`src/rtl/hazard_ctrl.sv`:
```
// hazard_ctrl: forwarding-select, load-use stall and branch-flush control
// for a five-stage in-order pipeline. A shadow of the EX, MEM and WB
// register fields is tracked internally, so forwarding selects depend on
// registered state only.
//
// Optional feature: define HAZARD_CTRL_STALL_CNT_EN to add the saturating
// 16-bit stall-cycle counter on port stall_cnt_o.
module hazard_ctrl (
    input  logic        clk_i,
    input  logic        rst_n_i,
    input  logic        id_valid_i,
    input  logic [4:0]  id_rs1_i,
    input  logic [4:0]  id_rs2_i,
    input  logic [4:0]  id_rd_i,
    input  logic        id_regwrite_i,
    input  logic        id_memread_i,
    input  logic        ex_branch_taken_i,
    output logic [1:0]  fwd_a_o,
    output logic [1:0]  fwd_b_o,
    output logic        stall_o,
    output logic        flush_o
`ifdef HAZARD_CTRL_STALL_CNT_EN
    ,
    output logic [15:0] stall_cnt_o
`endif
);

    typedef struct packed {
        logic       valid;
        logic [4:0] rs1;
        logic [4:0] rs2;
        logic [4:0] rd;
        logic       regwrite;
        logic       memread;
    } stage_t;

    localparam stage_t BUBBLE = '0;

    localparam logic [1:0] FWD_RF  = 2'b00;
    localparam logic [1:0] FWD_WB  = 2'b01;
    localparam logic [1:0] FWD_MEM = 2'b10;

    stage_t r_ex, r_mem, r_wb;
    stage_t w_ex_next;
    logic   w_flush;
    logic   w_load_use;
    logic   w_stall;

    // The newest producer (MEM) wins over the older one (WB); x0 never forwards.
    function automatic logic [1:0] fwd_sel(input logic [4:0] rs,
                                           input stage_t     mem,
                                           input stage_t     wb);
        if (mem.valid && mem.regwrite && (mem.rd != 5'd0) && (mem.rd == rs))
            return FWD_MEM;
        else if (wb.valid && wb.regwrite && (wb.rd != 5'd0) && (wb.rd == rs))
            return FWD_WB;
        else
            return FWD_RF;
    endfunction

    // Hazard detection and the value EX will take on the next edge.
    always_comb begin
        // NOTE: every always_comb output gets a default first so no path leaves it unassigned (no latch).
        w_ex_next  = BUBBLE;
        w_flush    = ex_branch_taken_i;
        w_load_use = r_ex.valid && r_ex.memread && (r_ex.rd != 5'd0) && id_valid_i &&
                     ((r_ex.rd == id_rs1_i) || (r_ex.rd == id_rs2_i));
        // A taken branch squashes the ID instruction, so it also cancels a load-use stall.
        w_stall    = w_load_use && !w_flush;
        if (id_valid_i && !w_stall && !w_flush) begin
            w_ex_next.valid    = 1'b1;
            w_ex_next.rs1      = id_rs1_i;
            w_ex_next.rs2      = id_rs2_i;
            w_ex_next.rd       = id_rd_i;
            w_ex_next.regwrite = id_regwrite_i;
            w_ex_next.memread  = id_memread_i;
        end
    end

    // Shadow pipeline: advances every cycle; the EX occupant always moves on to MEM.
    always_ff @(posedge clk_i or negedge rst_n_i) begin
        // NOTE: the shadow stages are cleared by reset because stale valid bits would raise false stalls and forwards.
        if (!rst_n_i) begin
            r_ex  <= BUBBLE;
            r_mem <= BUBBLE;
            r_wb  <= BUBBLE;
        end else begin
            // NOTE: non-blocking assignments let all three stages shift off the same pre-edge values.
            r_ex  <= w_ex_next;
            r_mem <= r_ex;
            r_wb  <= r_mem;
        end
    end

    assign fwd_a_o = fwd_sel(r_ex.rs1, r_mem, r_wb);
    assign fwd_b_o = fwd_sel(r_ex.rs2, r_mem, r_wb);
    assign stall_o = w_stall;
    assign flush_o = w_flush;

`ifdef HAZARD_CTRL_STALL_CNT_EN
    logic [15:0] r_stall_cnt;

    // Saturating count of stalled cycles, cleared only by reset.
    always_ff @(posedge clk_i or negedge rst_n_i) begin
        if (!rst_n_i)
            r_stall_cnt <= 16'd0;
        else if (w_stall && (r_stall_cnt != 16'hFFFF))
            r_stall_cnt <= r_stall_cnt + 16'd1;
    end

    assign stall_cnt_o = r_stall_cnt;
`endif

    // The later stages carry the full entry for uniformity; only some fields are consumed.
    logic w_unused;
    assign w_unused = ^{r_mem.rs1, r_mem.rs2, r_mem.memread,
                        r_wb.rs1, r_wb.rs2, r_wb.memread};

endmodule

```
`config.mk`:
```
export PLATFORM = sky130hd
export DESIGN_NAME = hazard_ctrl
export DESIGN_NICKNAME = d
export VERILOG_FILES = /design/src/rtl/hazard_ctrl.sv
export SDC_FILE = /design/constraint.sdc
export NUM_CORES = 1
export LEC_CHECK = 0
export ABC_AREA = 1
export CAP_MARGIN = 20
export CORE_ASPECT_RATIO = 1.5
export CORE_MARGIN = 2
export CORE_UTILIZATION = 55
export DETAILED_ROUTE_END_ITERATION = 12
export DONT_BUFFER_PORTS = 1
export GPL_ROUTABILITY_DRIVEN = 1
export PLACE_DENSITY = 0.73
export SLEW_MARGIN = 10
export SYNTH_ARGS = -nofsm -noshare
export SYNTH_HDL_FRONTEND = slang
export SYNTH_SLANG_ARGS = --single-unit
```
`constraint.sdc`:
```
create_clock -name clk_i -period 1.3 [get_ports clk_i]
set_clock_uncertainty 0.15 [all_clocks]
set_input_delay 0.13 -clock clk_i [delete_from_list [all_inputs] [get_ports clk_i]]
set_output_delay 0.13 -clock clk_i [all_outputs]
set_load 0.03 [all_outputs]
```
Word-level counts from Yosys, hierarchy flattened
Index checks and enable logic that the tools add are counted.
{ "word_totals": {"reg_bits": 32, "latchBits": 0, "mem_bits_rw": 0, "romBits": 0, "in_bits": 21, "out_inout_bits": 6, "word_cells": 44, "n_memories": 0} }
{ "classes": {"addsub": 0, "multipliers": 0, "n_div": 0, "order_cmp": 0, "n_eq_ne": 6, "shifts": 0, "n_mux": 5, "bitwise_logic": 0, "n_reduce_logical": 21} }
{ "op_table": {"columns": ["cell", "n"], "rows": [
  ["$eq 5x5->1", 6],
  ["$mux 18", 1],
  ["$logic_and 1x1->1", 15],
  ["$reduce_bool 5->1", 3],
  ["$mux 2", 2],
  ["$logic_not 1->1", 2],
  ["$mux 1", 2],
  ["$logic_or 1x1->1", 1]
]} }

Logic depth before layout (Yosys ltp)
Gate-level depths: netlist of the first run.
{ "depth": {"word_depth": 9, "depth_mapped": 10} }

Worst setup path after synthesis of the first run
Ideal clock, no wire load.
{ "synth_path": {"kind": "register to output", "from": "reg r_mem[2] in the netlist's numbering", "to": "out fwd_b_o[0]", "arrival_time_ns": 1.714, "t_required_ns": 1.020, "path_slack_ns": -0.694, "stages_incl_launch_ff": 5, "path_buffers": 0, "cell_sequence": "dfrtp_1 xnor2_1 nand4_1 nor3_1 nor2_1"} }
{ "synth_via": {"elab_chain_len": 4} }
{ "synth_rtl": {"columns": ["item", "line", "text"], "rows": [
  ["from (decl)", "43", "stage_t r_ex, r_mem, r_wb;"],
  ["from (signal assigned)", "90", "r_mem <= r_ex;"],
  ["$reduce_bool 5->1", "53", "if (mem.valid && mem.regwrite && (mem.rd != 5'd0) && (mem.rd == rs))"],
  ["$logic_and 1x1->1", "53", null],
  ["$logic_and 1x1->1 *", "53", null],
  ["$mux 2 *", "53", null],
  ["to (decl)", "19", "output logic [1:0] fwd_b_o,"]
]} }
Every way passes the cells marked *; elsewhere a longest branch is shown, timed or not.

Final worst setup path of the first run
{ "layout_path": {"from": "reg r_mem[3] in the netlist's numbering", "to": "out fwd_a_o[1]"} }
{ "layout_via": {"elab_chain_len": 4} }
{ "layout_rtl": {"columns": ["item", "line", "text"], "rows": [
  ["$reduce_bool 5->1", "53", null],
  ["$logic_and 1x1->1", "53", null],
  ["$logic_and 1x1->1 *", "53", null],
  ["$mux 2 *", "53", null],
  ["to (decl)", "18", "output logic [1:0] fwd_a_o,"]
]} }
Marked as above.

==> run_results.csv, run 1 <==
group,metric,value,unit
run_status,status,"finished with violations",
run_status,violations,"negative setup slack",
floorplanning,fp.coreArea,2450,um2
grt,grt_pass1_wl,4990,um
placed_design,placed_cells,187,
synthesis,yosys-top-cells-area,"dfrtp_1 (56%), xnor2_1 (11%), nor2_1 (8.2%)",
grt,grt_max_degree,33,
timing,finalMaxSlewViolations,0,
synthesis,syn_area,1430,um2
placed_design,numPortBuffers,0,
clock_network,cts_tree,"yes",
timing,setup-violations-final,23,
timing,min_period_over_period,139,%
clock_network,cts.htree.levels,2,
drt,dr.pass1.iters,4,
critical_path,crit_path_end_kind,"output port",
worst_hold_path,hold_class,"primary input to flip-flop",
power,power_leakage,1.02,nW
synthesis,synth-simple-area-share,21.9,%
clock_network,cts_max_path_buffers,2,
floorplanning,initial_core_util,58.2,%
layout,diodes,0,
drt,drt_iter0_drc,51,
synthesis,synthXorXnorAreaFrac,13.5,%
critical_path,cp_top_family,"flip-flops",
floorplanning,rows,22,
power,ir_drop,0.000934,V
grt,grt_antenna_before_repair,0,
critical_path,worst_path_max_delay_cell,"dfrtp_2",
timing,slew_headroom,82.0,%
synthesis,yosysWarnings,0,
timing,tns,-8.08,ns
layout,area_delta_synth_final,41.7,%
clock_network,numCtsBuffers,5,
synthesis,synth_cell_types,13,
layout,drive_gt1_share,33.3,%
synthesis,synth_fa_ha_area_share,0,%
synthesis,synthMuxAreaShare,0,%
floorplanning,io_pins,27,
layout,final_cells,219,
drt,wire_per_inst,16.1,um
critical_path,startpoint_type,"flip-flop",
synthesis,synth_top_family_by_area,"simple AND/OR/NAND/NOR gates",
synthesis,synth-seq-cells,32,
placed_design,post-place-ws,-0.214,ns
critical_path,cp_num_buf_inv,1,
grt,grt_usage,24.2,%
timing,post-route-min-period,1.81,ns
drt,num_vias,1187,
clock_network,insertion_delay,0.32,ns
grt,grt_overflow,0,
critical_path,worstPathMaxFanout,4,
placed_design,hpwl,1840,um
timing,rsz0062_at_grt,"true",
clock_network,clock-sinks,32,
drt,route.detailed.drc,0,
synthesis,synthCells,157,
power,power.total,1.98,mW
floorplanning,dieArea,3030,um2
critical_path,crit_chain,"xnor2_1, nand4_1, nor3_4, buf_12",
clock_network,cts_root_buf,"clkbuf_4",
timing,fmax,553,MHz
synthesis,synth_compound_area_share,0,%
drt,viasPerCell,5.42,
timing,timing.final.ws_setup,-0.507,ns
job,maxCapViolations,0,
floorplanning,dieWidth,45.6,um
drt,wl,3520,um
timing,tightest_slew,0.269,ns
critical_path,criticalPathCategory,"flip-flop to output port",
clock_network,clk_pin_slew,0.09,ns
synthesis,syn_nets,178,
grt,grt_pass1_vias,1119,
drt,drtAntennaViolNets,0,
floorplanning,die_h,66.4,um
power,p_per_area,980,nW/um2
critical_path,cp.required,1.02,ns
synthesis,synth_top_area_cell,"dfrtp_1",
timing,hold_viol,0,
critical_path,cp.arrival,1.53,ns
layout,nNetsFinal,216,
synthesis,syn_avg_cell_area,9.09,um2
layout,nFillCells,116,
placed_design,gp_congestion,0.878,
synthesis,synth_seq_area_share,56.1,%
critical_path,slowest_delay,0.45,ns
layout,final_util,82.5,%
synthesis,synth_top_area_share,56.1,%
[kinds of logic (layout without fill, tap and decap cells)]
group	after synthesis	in the layout
AND/OR/NAND/NOR	74	77
buffers and inverters	29	64
XOR/XNOR	22	22
flip-flops	32	32
[routing by layer]
metal	routed length (um)	global-route usage, %	vias to the layer above	part of all wire [%]
met4	120	9.93	0	3.4
met1	1270	25.1	585	36
met5	0	0	-	0
li1	-	-	542	-
met3	143	7.38	14	4.1
met2	1990	43.0	46	57
[placed cells by master, fill, tap and decap left out, types with 2 or more instances in the layout]
cell type      instances
dlygate4sd3_1         18
nor2_1                 9
buf_6                  2
nand2_1               22
nor2_2                18
nor2_4                 4
buf_4                  7
xnor2_1               17
nand2_4                2
buf_12                 3
inv_2                  5
inv_1                 21
nor3_4                 2
dfrtp_1               30
clkbuf_8               2
nand2_8                3
nand4_1                6
nand2_2                5
dfrtp_2                2
nand3_2                2
xor2_1                 4
clkbuf_4               5
nand3_1                2
[worst reg2reg max path, cell delays in order (launching register included)]
cell and delay [ns]:
dfrtp_1 0.45, inv_2 0.08, nand2_1 0.07, nand2_1 0.05, nor2_1 0.15, nand3_2 0.12, nand2_2 0.09, nand2_4 0.08
buf_12 0.15, nand2_8 0.10, nor2_2 0.04
[cell usage after synthesis]
cell type / n
nand4_1: 6
nand2_2: 1
nor3_1: 4
nor2_1: 31
buf_4: 1
buf_6: 1
nand3_1: 4
nand2_4: 1
xor2_1: 4
xnor2_1: 18
inv_1: 27
nand2_1: 27
dfrtp_1: 32
[final cells by class]
type / instances / area, um2 / area share [%]
clock buffer: 7 / 65.1 / 3.22
multi-input combinational: 99 / 703 / 34.8
inverter: 27 / 104 / 5.14
timing repair buffer: 30 / 315 / 15.6
sequential: 32 / 803 / 39.8
tap: 24 / 30.0 / 1.49
[power by group]
group	switching (mW)	internal (mW)	leakage, nW
Sequential	0.0412	1.03	0.426
Combinational	0.154	0.141	0.553
Clock	0.305	0.306	0.0374
[worst paths after layout]
| kind | startpoint | cells past startpoint | to | slack (ns) |
|---|---|---|---|---|
| max | r_mem[3] | 4 | fwd_a_o[1] | -0.51 |
| min | ex_branch_taken_i | 4 | r_ex[17] | 0.04 |
| max reg2reg | r_ex[4] | 10 | r_ex[10] | -0.33 |
| min reg2reg | r_ex[1] | 0 | r_mem[1] | 0.22 |
| max in group asynchronous | rst_n_i | 2 | r_mem[3] | 0.74 |
| min in group asynchronous | rst_n_i | 2 | r_ex[0] | 0.08 |
[flip-flops by register name, summed over array words and instances (netlist names)]
| name | flops |
|---|---|
| r_ex | 18 |
| r_mem | 7 |
| r_wb | 7 |
[repair_timing]
item                       4_1_cts  5_1_grt
gates cloned                     3        0
pin swaps                       13       14
hold endpoints to repair        49        0
setup endpoints to repair       23       23
resized for setup               15       33
buffers inserted                 1        3
hold buffers                    19        0
[per-stage QoR]
| stage | hold slack [ns] | instance area, um2 |
|---|---|---|
| 6_report | 0.0397 | 2020 |
| 5_1_grt | 0.0351 | 2020 |
| 4_1_cts | 0.0271 | 1910 |
| 3_5_place_dp | -0.315 | 1550 |
| 3_3_place_gp | -0.315 | 1550 |
| 2_1_floorplan | -0.316 | 1460 |
Power figures use the tool's default switching activity.
==> inputs of run 2 (changes only) <==
--- a/config.mk
+++ b/config.mk
@@ -10,6 +10,7 @@
 export CORE_ASPECT_RATIO = 1.5
 export CORE_MARGIN = 2
 export CORE_UTILIZATION = 55
+export CTS_CLUSTER_SIZE = 8
 export DETAILED_ROUTE_END_ITERATION = 12
 export DONT_BUFFER_PORTS = 1
 export GPL_ROUTABILITY_DRIVEN = 1
==> results of run 2 <==
The final DEF is identical to that of run 1; final timing and power are the same.
